**src/rtl/hsp_write_arbiter.sv**
```systemverilog
// rtl/hsp_write_arbiter.sv - round-robin arbiter sharing one HSP FIFO write port among lanes
// One filtered holding slot per lane feeds a single output register; a flush FSM drains both.
module hsp_write_arbiter #(
  parameter int NUM_LANES = 4,
  parameter int DATA_W    = 8,
  parameter int MIN_SCORE = 0,
  parameter int CNT_W     = 16
) (
  input  logic                          clk,
  input  logic                          rst_n,
  input  logic [NUM_LANES-1:0]          lane_valid,
  output logic [NUM_LANES-1:0]          lane_ready,
  input  logic [NUM_LANES*DATA_W-1:0]   lane_s,
  input  logic [NUM_LANES*DATA_W-1:0]   lane_q,
  input  logic [NUM_LANES*DATA_W-1:0]   lane_l,
  input  logic [NUM_LANES*DATA_W-1:0]   lane_score,
  input  logic                          fifo_full,
  output logic                          fifo_wr_en,
  output logic [DATA_W-1:0]             fifo_s,
  output logic [DATA_W-1:0]             fifo_q,
  output logic [DATA_W-1:0]             fifo_l,
  output logic [DATA_W-1:0]             fifo_score,
  output logic [$clog2(NUM_LANES)-1:0]  grant_lane,
  input  logic                          flush_req,
  output logic                          flush_done,
  output logic [CNT_W-1:0]              hsp_count,
  output logic [CNT_W-1:0]              drop_count
);

  localparam int LW = $clog2(NUM_LANES);
  localparam logic [DATA_W:0] MIN_W = (DATA_W+1)'(MIN_SCORE);

  typedef enum logic [1:0] {S_RUN, S_DRAIN, S_DONE} state_t;

  state_t                r_state, w_state_nxt;
  logic                  w_run, w_done;
  logic [NUM_LANES-1:0]  r_hold_valid;
  logic [DATA_W-1:0]     r_hold_s [NUM_LANES];
  logic [DATA_W-1:0]     r_hold_q [NUM_LANES];
  logic [DATA_W-1:0]     r_hold_l [NUM_LANES];
  logic [DATA_W-1:0]     r_hold_sc[NUM_LANES];
  logic                  r_out_valid;
  logic [DATA_W-1:0]     r_out_s, r_out_q, r_out_l, r_out_sc;
  logic [LW-1:0]         r_rr_ptr, r_grant;
  logic [CNT_W-1:0]      r_hsp_cnt, r_drop_cnt;
  logic [NUM_LANES-1:0]  w_accept, w_drop, w_keep;
  logic                  w_any, w_load;
  logic [LW-1:0]         w_gnt;
  logic [CNT_W:0]        w_drop_n, w_drop_sum;

  function automatic logic [LW-1:0] f_wrap(input logic [LW-1:0] p, input int k);
    int t;
    t = int'(p) + k;
    if (t >= NUM_LANES) t = t - NUM_LANES;
    return LW'(t);
  endfunction

  // A record is dropped when its length is zero or the score borrow shows score < MIN_SCORE
  for (genvar g = 0; g < NUM_LANES; g++) begin : g_lane
    logic [DATA_W-1:0] w_l, w_sc;
    logic [DATA_W:0]   w_diff;
    assign w_l         = lane_l[g*DATA_W +: DATA_W];
    assign w_sc        = lane_score[g*DATA_W +: DATA_W];
    assign w_diff      = {1'b0, w_sc} - MIN_W;
    assign w_accept[g] = lane_valid[g] & lane_ready[g];
    assign w_drop[g]   = w_accept[g] & ((w_l == '0) | w_diff[DATA_W]);
    assign w_keep[g]   = w_accept[g] & ~w_drop[g];
  end

  assign lane_ready = ~r_hold_valid & {NUM_LANES{w_run & rst_n}};
  assign fifo_wr_en = r_out_valid & ~fifo_full;
  assign w_load     = (~r_out_valid | fifo_wr_en) & w_any;

  // Descending scan so the last hit is the first set slot after rr_ptr
  always_comb begin
    w_any = 1'b0;
    w_gnt = '0;
    for (int k = NUM_LANES; k >= 1; k--) begin
      if (r_hold_valid[f_wrap(r_rr_ptr, k)]) begin
        w_any = 1'b1;
        w_gnt = f_wrap(r_rr_ptr, k);
      end
    end
  end

  always_comb begin
    w_drop_n = '0;
    for (int i = 0; i < NUM_LANES; i++) begin
      w_drop_n = w_drop_n + (CNT_W+1)'(w_drop[i]);
    end
    w_drop_sum = {1'b0, r_drop_cnt} + w_drop_n;
  end

  always_ff @(posedge clk or negedge rst_n) begin
    if (!rst_n) begin
      r_hold_valid <= '0;
    end else begin
      for (int i = 0; i < NUM_LANES; i++) begin
        if (w_load && (w_gnt == LW'(i))) r_hold_valid[i] <= 1'b0;
        if (w_keep[i])                   r_hold_valid[i] <= 1'b1;
      end
    end
  end

  always_ff @(posedge clk) begin
    for (int i = 0; i < NUM_LANES; i++) begin
      if (w_keep[i]) begin
        r_hold_s[i]  <= lane_s[i*DATA_W +: DATA_W];
        r_hold_q[i]  <= lane_q[i*DATA_W +: DATA_W];
        r_hold_l[i]  <= lane_l[i*DATA_W +: DATA_W];
        r_hold_sc[i] <= lane_score[i*DATA_W +: DATA_W];
      end
    end
  end

  always_ff @(posedge clk or negedge rst_n) begin
    if (!rst_n) begin
      r_out_valid <= 1'b0;
      r_out_s     <= '0;
      r_out_q     <= '0;
      r_out_l     <= '0;
      r_out_sc    <= '0;
      r_rr_ptr    <= LW'(NUM_LANES - 1);
      r_grant     <= '0;
    end else if (w_load) begin
      r_out_valid <= 1'b1;
      r_out_s     <= r_hold_s[w_gnt];
      r_out_q     <= r_hold_q[w_gnt];
      r_out_l     <= r_hold_l[w_gnt];
      r_out_sc    <= r_hold_sc[w_gnt];
      r_rr_ptr    <= w_gnt;
      r_grant     <= w_gnt;
    end else if (fifo_wr_en) begin
      r_out_valid <= 1'b0;
    end
  end

  always_ff @(posedge clk or negedge rst_n) begin
    if (!rst_n) begin
      r_hsp_cnt  <= '0;
      r_drop_cnt <= '0;
    end else begin
      if (fifo_wr_en && (r_hsp_cnt != '1)) r_hsp_cnt <= r_hsp_cnt + CNT_W'(1);
      r_drop_cnt <= w_drop_sum[CNT_W] ? '1 : w_drop_sum[CNT_W-1:0];
    end
  end

  always_ff @(posedge clk or negedge rst_n) begin
    if (!rst_n) r_state <= S_RUN;
    else        r_state <= w_state_nxt;
  end

  always_comb begin
    w_state_nxt = r_state;
    w_run       = 1'b0;
    w_done      = 1'b0;
    case (r_state)
      S_RUN: begin
        w_run = 1'b1;
        if (flush_req) w_state_nxt = S_DRAIN;
      end
      S_DRAIN: begin
        if (!(|r_hold_valid) && !r_out_valid) w_state_nxt = S_DONE;
      end
      S_DONE: begin
        w_done      = 1'b1;
        w_state_nxt = S_RUN;
      end
      default: w_state_nxt = S_RUN;
    endcase
  end

  assign fifo_s     = r_out_s;
  assign fifo_q     = r_out_q;
  assign fifo_l     = r_out_l;
  assign fifo_score = r_out_sc;
  assign grant_lane = r_grant;
  assign flush_done = w_done;
  assign hsp_count  = r_hsp_cnt;
  assign drop_count = r_drop_cnt;

endmodule
```
**config.mk**
```make
export PLATFORM = sky130hd
export DESIGN_NAME = hsp_write_arbiter
export DESIGN_NICKNAME = d
export VERILOG_FILES = /design/src/rtl/hsp_write_arbiter.sv
export SDC_FILE = /design/constraint.sdc
export NUM_CORES = 1
export LEC_CHECK = 0
export ABC_AREA = 1
export CORE_ASPECT_RATIO = 0.5
export CORE_MARGIN = 2
export CORE_UTILIZATION = 51
export DETAILED_ROUTE_END_ITERATION = 16
export GPL_ROUTABILITY_DRIVEN = 0
export PLACE_DENSITY_LB_ADDON = 0.25
export SYNTH_ARGS = -nofsm -noshare
export SYNTH_HDL_FRONTEND = slang
export SYNTH_SLANG_ARGS = --single-unit
```
**constraint.sdc**
```tcl
create_clock -name clk -period 9.9 [get_ports clk]
set_input_delay 0.99 -clock clk [delete_from_list [all_inputs] [get_ports clk]]
set_output_delay 0.99 -clock clk [all_outputs]
set_load 0.005 [all_outputs]
```
Word-level counts from Yosys, hierarchy flattened
Memory sizes are Yosys's and may differ from the RTL's. A register that Yosys moved wholly into a read port is not among the register bits.
Cells that the tools add are included.

cells by class
  bitwise gates (word level) = 24
  add/subtract/negate cells = 13
  equality and inequality tests = 8
  order comparisons = 8
  muxes and demuxes = 44
  reductions and logical operators = 25

operators with widths
  operator               count
  $logic_not 8->1        4
  $mux 1                 28
  $mux 2                 10
  $add 16x4->17          1
  $add 16x1->16 const B  1
  $mux 16                1
  $ne 16x16->1 const B   1
  $and 1x1->1            15
  $lt 2x3->1 const B     4
  $reduce_bool 2->1      5
  $ge 3x3->1 const B     3
  $bmux 1 s2             4
  $sub 2x1->2 const B    4
  $add 2x2->3 const B    2
  $eq 2x2->1 const B     3
  $logic_and 1x1->1      6
  $logic_not 1->1        6
  $not 1->1              6
  $add 2x3->4 const B    1
  $add 3x1->4            1
  $and 4x4->4            1
  $eq 2x1->1 const B     2
  $ge 4x3->1 const B     1
  $logic_not 2->1        2
  other kinds (9)        10

storage, ports and cells
  word-level logic and storage cells = 136
  bits of input ports = 136
  bits in writable memories = 128
  memories kept = 4
  flip-flop bits (word level) = 43

memory list
  name       words  width  rd ports  clocked after Yosys merged registers in  wr ports  line  text
  r_hold_l   4      8      1         1                                        4         40    logic [DATA_W-1:0] r_hold_l [NUM_LANES];
  r_hold_q   4      8      1         1                                        4         39    logic [DATA_W-1:0] r_hold_q [NUM_LANES];
  r_hold_s   4      8      1         1                                        4         38    logic [DATA_W-1:0] r_hold_s [NUM_LANES];
  r_hold_sc  4      8      1         1                                        4         41    logic [DATA_W-1:0] r_hold_sc[NUM_LANES];

Logic depth before layout (Yosys ltp)
Gate-level depths: netlist (run 1).

  depth after elaboration = 13
  depth in mapped cells = 18

Least setup slack after synthesis (run 1)
Ideal clock, no wire load.

  path kind = in2reg
  start = in rst_n
  end = reg r_drop_cnt[10], in the netlist drop_count[10]
  library setup time = 0.138 ns
  path slack = 6.188 ns
  data required time = 9.762 ns
  path buffers = 1
  stages = 14
  data arrival time = 3.574 ns
  cells stage by stage = nand2_1 -> nor3b_1 -> nand3_1 -> fa_1 -> inv_1 -> fa_1 -> fa_1 -> nand2_1 -> nor2_1 -> nand2_1 -> nor2_1 -> nand4_1 -> clkbuf_1 -> nand3_1

on the way
  cells in the longest elaborated chain, start to end = 9

ends and longest elaborated chain
  what                    line  text
  start: declaration      10    input logic rst_n,
  $and 1x1->1 *           70    assign lane_ready = ~r_hold_valid & {NUM_LANES{w_run & rst_n}};
  $and 4x4->4 *           70
  $and 1x1->1             65    assign w_accept[g] = lane_valid[g] & lane_ready[g];
  $and 1x1->1             66    assign w_drop[g] = w_accept[g] & ((w_l == '0) | w_diff[DATA_W]);
  $add 1x1->2             89    w_drop_n = w_drop_n + (CNT_W+1)'(w_drop[i]);
  $add 2x1->3             89
  $add 3x1->4 *           89
  $add 16x4->17 *         91    w_drop_sum = {1'b0, r_drop_cnt} + w_drop_n;
  $mux 16 *               144   r_drop_cnt <= w_drop_sum[CNT_W] ? '1 : w_drop_sum[CNT_W-1:0];
  end signal: assignment  144
  end: declaration        45    logic [CNT_W-1:0] r_hsp_cnt, r_drop_cnt;

Mark *: on every way between the ends. The rest lies on a longest branch, timed or not.
A chain may end at the register's enable or synchronous reset.

Worst setup path in the final report (run 1)
  start = in lane_l[7]
  end = reg r_drop_cnt[2], in the netlist drop_count[2]

on the way
  cells in the longest elaborated chain, start to end = 7

ends and longest elaborated chain
  what                line  text
  start: declaration  15    input logic [NUM_LANES*DATA_W-1:0] lane_l,
  $logic_not 8->1     66
  $and 1x1->1         66
  $add 1x1->2         89
  $add 2x1->3         89
  $add 3x1->4         89
  $add 16x4->17       91
  $mux 16             144

No other way between the ends.

==> impl_metrics.csv, run 1 <==
group,metric,value,unit
synth,synthTopCellsByArea,"edfxtp_1, dfrtp_1, nand2_1",
timing,report.final.hold_viol_count,0,
placed_design,preCtsSetupSlack,5.16,ns
die,die_h,97.4,um
flow_run,drv_cap,0,
synth,synth_top_cell_by_area,"edfxtp_1",
grt,top_usage_layer,"met2",
detailed_routing,drtPass1Iterations,5,
synth,avgSynthCellArea,9.93,um^2
layout,multi_input_area,0.00275,mm^2
layout,regArea,0.00572,mm^2
critical_path,path_max_fanout,13,
layout,area_delta_synth_final,30.8,%
clocking,cts-resized-gates,0,
timing,fin_crit_sh,43.4,%
die,rows,34,
grt,grt_pass1_wl,36700,um
synth,synth_top_area_share,43.2,%
synth,yosysWarnings,0,
grt,grt.total_usage,25.6,%
clocking,hold_buffers,0,
synth,syn_nets,1037,
detailed_routing,wl_per_cell,17.2,um
grt,antenna_found_initial,0,
synth,ys_seq_area_share,64.3,%
clocking,numCtsBuffers,19,
grt,met2_usage,41.9,%
timing,max_slew_margin,31.0,%
die,start_util,51.6,%
pwr,p_leak,0.00503,uW
grt,use_met1,35.3,%
detailed_routing,remaining_drc_errors,0,
clocking,cts_buffer_depth,3,
grt,overflow,0,
critical_path,crit_path_start_kind,"input port",
timing,finalSetupViolCount,0,
timing,fin_worst_skew,0.0123,ns
critical_path,endpoint_kind,"register",
synth,synth-async-reset-ratio,36.9,%
placed_design,place_hpwl,15300,um
clocking,cts_tree,"built",
synth,synth_ff_type,"edfxtp_1",
timing,rsz0062_at_grt,"no",
die,die_area,0.0186,mm^2
clocking,h-tree-depth,1,
timing,slew_violations,0,
timing,fmax,233,MHz
synth,synth_most_common_cell,"nand2_1",
detailed_routing,postRouteAntennaNets,0,
timing,tightest_slew,1.03,ns
clocking,clock_sinks,203,
synth,synth_seq_cells,203,
detailed_routing,vias,6930,
die,boundaryPins,208,
layout,fin_area,0.0116,mm^2
layout,antennaDiodeCount,0,
critical_path,critPathMaxStageDelay,0.58,ns
layout,fill_cells,1342,
die,core_area,0.0172,mm^2
critical_path,cp_data_arrival_time,4.61,ns
critical_path,crit_required,10.22,ns
min_path,min_path_type,"in2async",
synth,synthCells,896,
clocking,clkTransAtPathRegs,0.06,ns
clocking,clock-root-buffer,"clkbuf_16",
detailed_routing,wl,23100,um
clocking,cts_setup_buffers,0,
grt,grt_max_degree,69,
detailed_routing,viasPerCell,5.17,
clocking,worstSkewPairLatency,0.48,ns
timing,tns,0,ns
grt,grt_pass1_vias,7033,
layout,drive_gt1_share,5.06,%
timing,period_minus_slack,4.29,ns
synth,synth.cell_area,0.00889,mm^2
outcome,status,"complete, no violations",
pwr,peakVddDrop,0.283,mV
timing,setup_ws,5.61,ns
pwr,pwr_density_cell,300,mW/mm^2
placed_design,portBuffers,207,
placed_design,place_area,0.0111,mm^2
synth,ys_types,36,
synth,ys_top_cells_by_count,"nand2_1, edfxtp_1, nand3_1, dfrtp_1, inv_1",
critical_path,cpMostUsedCell,"fa_1",
critical_path,crit_chain,"clkdlybuf4s50_1, nor4_1, nand3_1, fa_1, inv_1, fa_1, fa_1, nand2_1, nor2_1, nand2_1, nor2_1, nand4_1, o21ai_0",
die,fp.dieW,191,um
layout,final_util,67.5,%
detailed_routing,drtIter0Drc,394,
critical_path,slowest_stage,"nor4_1",
synth,synth_edf_count,128,
layout,fin_nets,1235,
critical_path,criticalPathCategory,"in2reg",
grt,use_met3,5.06,%
## layout by cell type (no fill, tap or decap), drive strengths merged, types with 13 or more instances in the layout
cell type,n
nand2,411
clkdlybuf4s50,206
edfxtp,128
nand3,96
dfrtp,73
inv,46
nor2,31
clkbuf,26
o21ai,16
nor4,13
## state kept, by name, summed over array words and instances, names as in the netlist
signal	cells
r_hold_q	32
r_out_valid	1
r_hold_valid	4
fifo_score	8
grant_lane	2
r_hold_s	32
fifo_q	8
r_hold_l	32
r_state	2
fifo_l	8
hsp_count	16
r_rr_ptr	2
fifo_s	8
r_hold_sc	32
drop_count	16
## critical path, delay by kind of cell
| family | cells | cell delay, ns |
|---|---|---|
| buf+inv | 2 | 0.52 |
| simple gates | 7 | 1.46 |
| compound gates | 1 | 0.21 |
| fa+ha+maj | 3 | 1.43 |
## area by class of cell
| class | count | share of cell area, % |
|---|---|---|
| clock buffers | 26 | 4.40 |
| flip-flops and latches | 203 | 49.2 |
| repair buffers | 213 | 18.2 |
| inverters | 48 | 1.59 |
| well taps | 234 | 2.52 |
| multi-input cells | 609 | 23.6 |
| clock inverters | 7 | 0.505 |
## through the flow
stage	total power (uW)	hold slack, ns	cells
finish	3490	0.456	1340
global route	3790	0.477	1340
CTS	3520	0.466	1340
detailed placement	2820	0.467	1307
global placement	2780	0.462	1307
floorplan	2380	0.463	896
## cells by family after synthesis
| kind of cell | share of synthesized area, % |
|---|---|
| xor gates and xnor gates | 1.67 |
| adders and majority gates | 0.957 |
| DFF | 64.3 |
| AOI/OAI and AO/OA | 1.49 |
| buffers and inverters | 5.11 |
| and+or+nand+nor | 26.4 |
## power breakdown
part / internal [uW] / leakage [uW] / switching, uW / total, uW
Clock: 388 / 0.000275 / 299 / 687
Combinational: 577 / 0.00265 / 1090 / 1660
Sequential: 1050 / 0.00210 / 88.9 / 1140
## metal layers
| metal | vias to the layer above | share of wire [%] |
|---|---|---|
| met1 | 3328 | 43 |
| met2 | 241 | 47 |
| met5 | - | 0 |
| met4 | 0 | 1.7 |
| met3 | 32 | 7.4 |
| li1 | 3329 | - |
## worst paths after layout
kind / slack [ns] / from / end / cells after the start
max: 5.61 / lane_l[7] / drop_count[2] / 13
min: 0.46 / rst_n / drop_count[11] / 1
max reg2reg: 6.13 / r_state[0] / drop_count[2] / 14
min reg2reg: 0.48 / fifo_l[7] / fifo_l[7] / 2
max in group asynchronous: 8.45 / rst_n / fifo_q[5] / 2
min in group clk: 0.48 / fifo_l[7] / fifo_l[7] / 2
Note: power is estimated with default switching activity, not from simulation.
==> run 2, diff against run 1 <==
Settings changed: CORE_UTILIZATION 51 to 50.
Clock period 9.9 ns to 4.4 ns, I/O delays scaled along.
==> run 2 against run 1 <==
Compared with the run above:
- utilization decreased by 0.45 points
- critical path depth up 1
- setup slack got worse by 5.0 ns
- sequential share of layout area down 0.15 points
- sequential cell count unchanged
- hold slack got worse by 0.42 ns
- clock power increased by 130%
- via count rose by 1.8%
- clock skew shrank 0.0051 ns
- final cell count increased by 0.30%
- sequential power rose by 130%
- largest cell class unchanged
==> impl_metrics.csv, run 2 (synthesis results as in run 1) <==
group,metric,value,unit
clocking,clock-root-buffer,"clkbuf_16",
grt,grt_pass1_vias,7094,
detailed_routing,drtPass1Iterations,7,
clocking,worstSkewPairLatency,0.48,ns
clocking,numCtsBuffers,19,
layout,antennaDiodeCount,0,
flow_run,drv_cap,0,
clocking,cts_tree,"built",
detailed_routing,wl_per_cell,17.5,um
clocking,hold_buffers,0,
layout,fin_cells,1344,
detailed_routing,vias,7052,
grt,antenna_found_initial,1,
critical_path,crit_family,"simple AND/OR/NAND/NOR gates",
die,fp.dieW,193,um
critical_path,crit_required,4.74,ns
timing,finalSetupViolCount,0,
pwr,p_leak,0.00505,uW
detailed_routing,postRouteAntennaNets,0,
detailed_routing,viasPerCell,5.25,
critical_path,criticalPathCategory,"reg2reg",
clocking,h-tree-depth,1,
layout,fin_nets,1239,
critical_path,slowest_stage,"fa_1",
detailed_routing,remaining_drc_errors,0,
die,boundaryPins,208,
pwr,pwr_density_cell,680,mW/mm^2
placed_design,portBuffers,207,
layout,drive_gt1_share,5.41,%
detailed_routing,drtIter0Drc,416,
grt,grt.total_usage,25.0,%
clocking,cts-resized-gates,0,
critical_path,path_buf_inv,1,
outcome,status,"complete, no violations",
clocking,cts_setup_buffers,0,
die,die_h,98.3,um
timing,period_minus_slack,3.77,ns
timing,tns,0,ns
timing,holdWs,0.0310,ns
grt,overflow,0,
timing,rsz0062_at_grt,"no",
min_path,min_path_type,"in2async",
timing,fin_worst_skew,0.00717,ns
critical_path,crit_chain,"nor2_1, nand2_1, nor3b_1, nand3_1, fa_1, inv_1, fa_1, fa_1, nand2_1, nor2_1, nand2_1, nor2_1, nand4_1, o21ai_0",
critical_path,path_max_fanout,13,
timing,report.final.hold_viol_count,0,
clocking,clock_sinks,203,
layout,layout_commonest_cell,"nand2_1",
clocking,clkTransAtPathRegs,0.07,ns
grt,grt_max_degree,69,
placed_design,place_hpwl,15300,um
grt,grt_pass1_wl,36500,um
die,start_util,51.1,%
placed_design,place_inst,1311,
timing,tightest_slew,0.816,ns
clocking,cts_buffer_depth,3,
critical_path,endpoint_kind,"register",
timing,max_slew_margin,45.5,%
timing,fmax,266,MHz
layout,final_cell_mix,"nand2_1, clkdlybuf4s50_1, edfxtp_1, nand3_1, dfrtp_1",
critical_path,critPathMaxStageDelay,0.55,ns
critical_path,crit_path_start_kind,"register",
layout,fill_cells,1342,
die,core_area,0.0174,mm^2
detailed_routing,wl,23600,um
pwr,peakVddDrop,0.925,mV
critical_path,cp_data_arrival_time,4.10,ns
layout,area_delta_synth_final,31.2,%
die,rows,34,
timing,slew_violations,0,
timing,fin_crit_sh,85.6,%
die,die_area,0.0189,mm^2
## run 2: cell type report
cell class                      count  area, um^2  area share [%]
Multi-Input combinational cell    609        2750            23.5
Tap cell                          234         293            2.51
Sequential cell                   203        5720            49.0
Clock buffer                       29         533            4.57
Inverter                           48         185            1.59
Timing Repair Buffer              217        2140            18.4
Clock inverter                      4        43.8           0.375
## run 2: worst paths after layout
| check | start | to | slack, ns | cells past startpoint |
|---|---|---|---|---|
| worst max-delay path | r_state[0] | drop_count[2] | 0.63 | 14 |
| worst min-delay path | rst_n | drop_count[14] | 0.03 | 2 |
| worst max register to register | r_state[0] | drop_count[2] | 0.63 | 14 |
| worst min register to register | fifo_score[1] | fifo_score[1] | 0.48 | 2 |
| max in group asynchronous | rst_n | fifo_q[3] | 3.38 | 3 |
| min in group clk | fifo_score[1] | fifo_score[1] | 0.48 | 2 |
## run 2: through the flow
| step | utilization, % | worst slack [ns] | power (uW) | instance area [um^2] |
|---|---|---|---|---|
| global placement | 63.8 | 0.378 | 6280 | 11100 |
| global route | 67.1 | 0.351 | 8560 | 11700 |
| detailed placement | 63.8 | 0.173 | 6380 | 11100 |
| floorplan | - | 1.14 | 5360 | 8890 |
| CTS | 67.1 | 0.587 | 7980 | 11700 |
| finish | 67.1 | 0.634 | 7940 | 11700 |
## run 2: layer usage
metal	track usage [%]	wire, um
met4	8.10	684
met2	41.6	11000
met1	33.0	9770
met5	0	0
met3	5.36	2110
## run 2: worst reg2reg max path, stage by stage, from the launching register on
cell	delay, ns
dfrtp_1	0.41
nor2_1	0.15
nand2_1	0.15
nor3b_1	0.36
nand3_1	0.16
fa_1	0.55
inv_1	0.06
fa_1	0.48
fa_1	0.42
nand2_1	0.11
nor2_1	0.06
nand2_1	0.09
nor2_1	0.06
nand4_1	0.38
o21ai_0	0.17
## run 2: power breakdown
part	internal (uW)	switching, uW
sequential	2370	199
combinational	1320	2460
clock	894	691
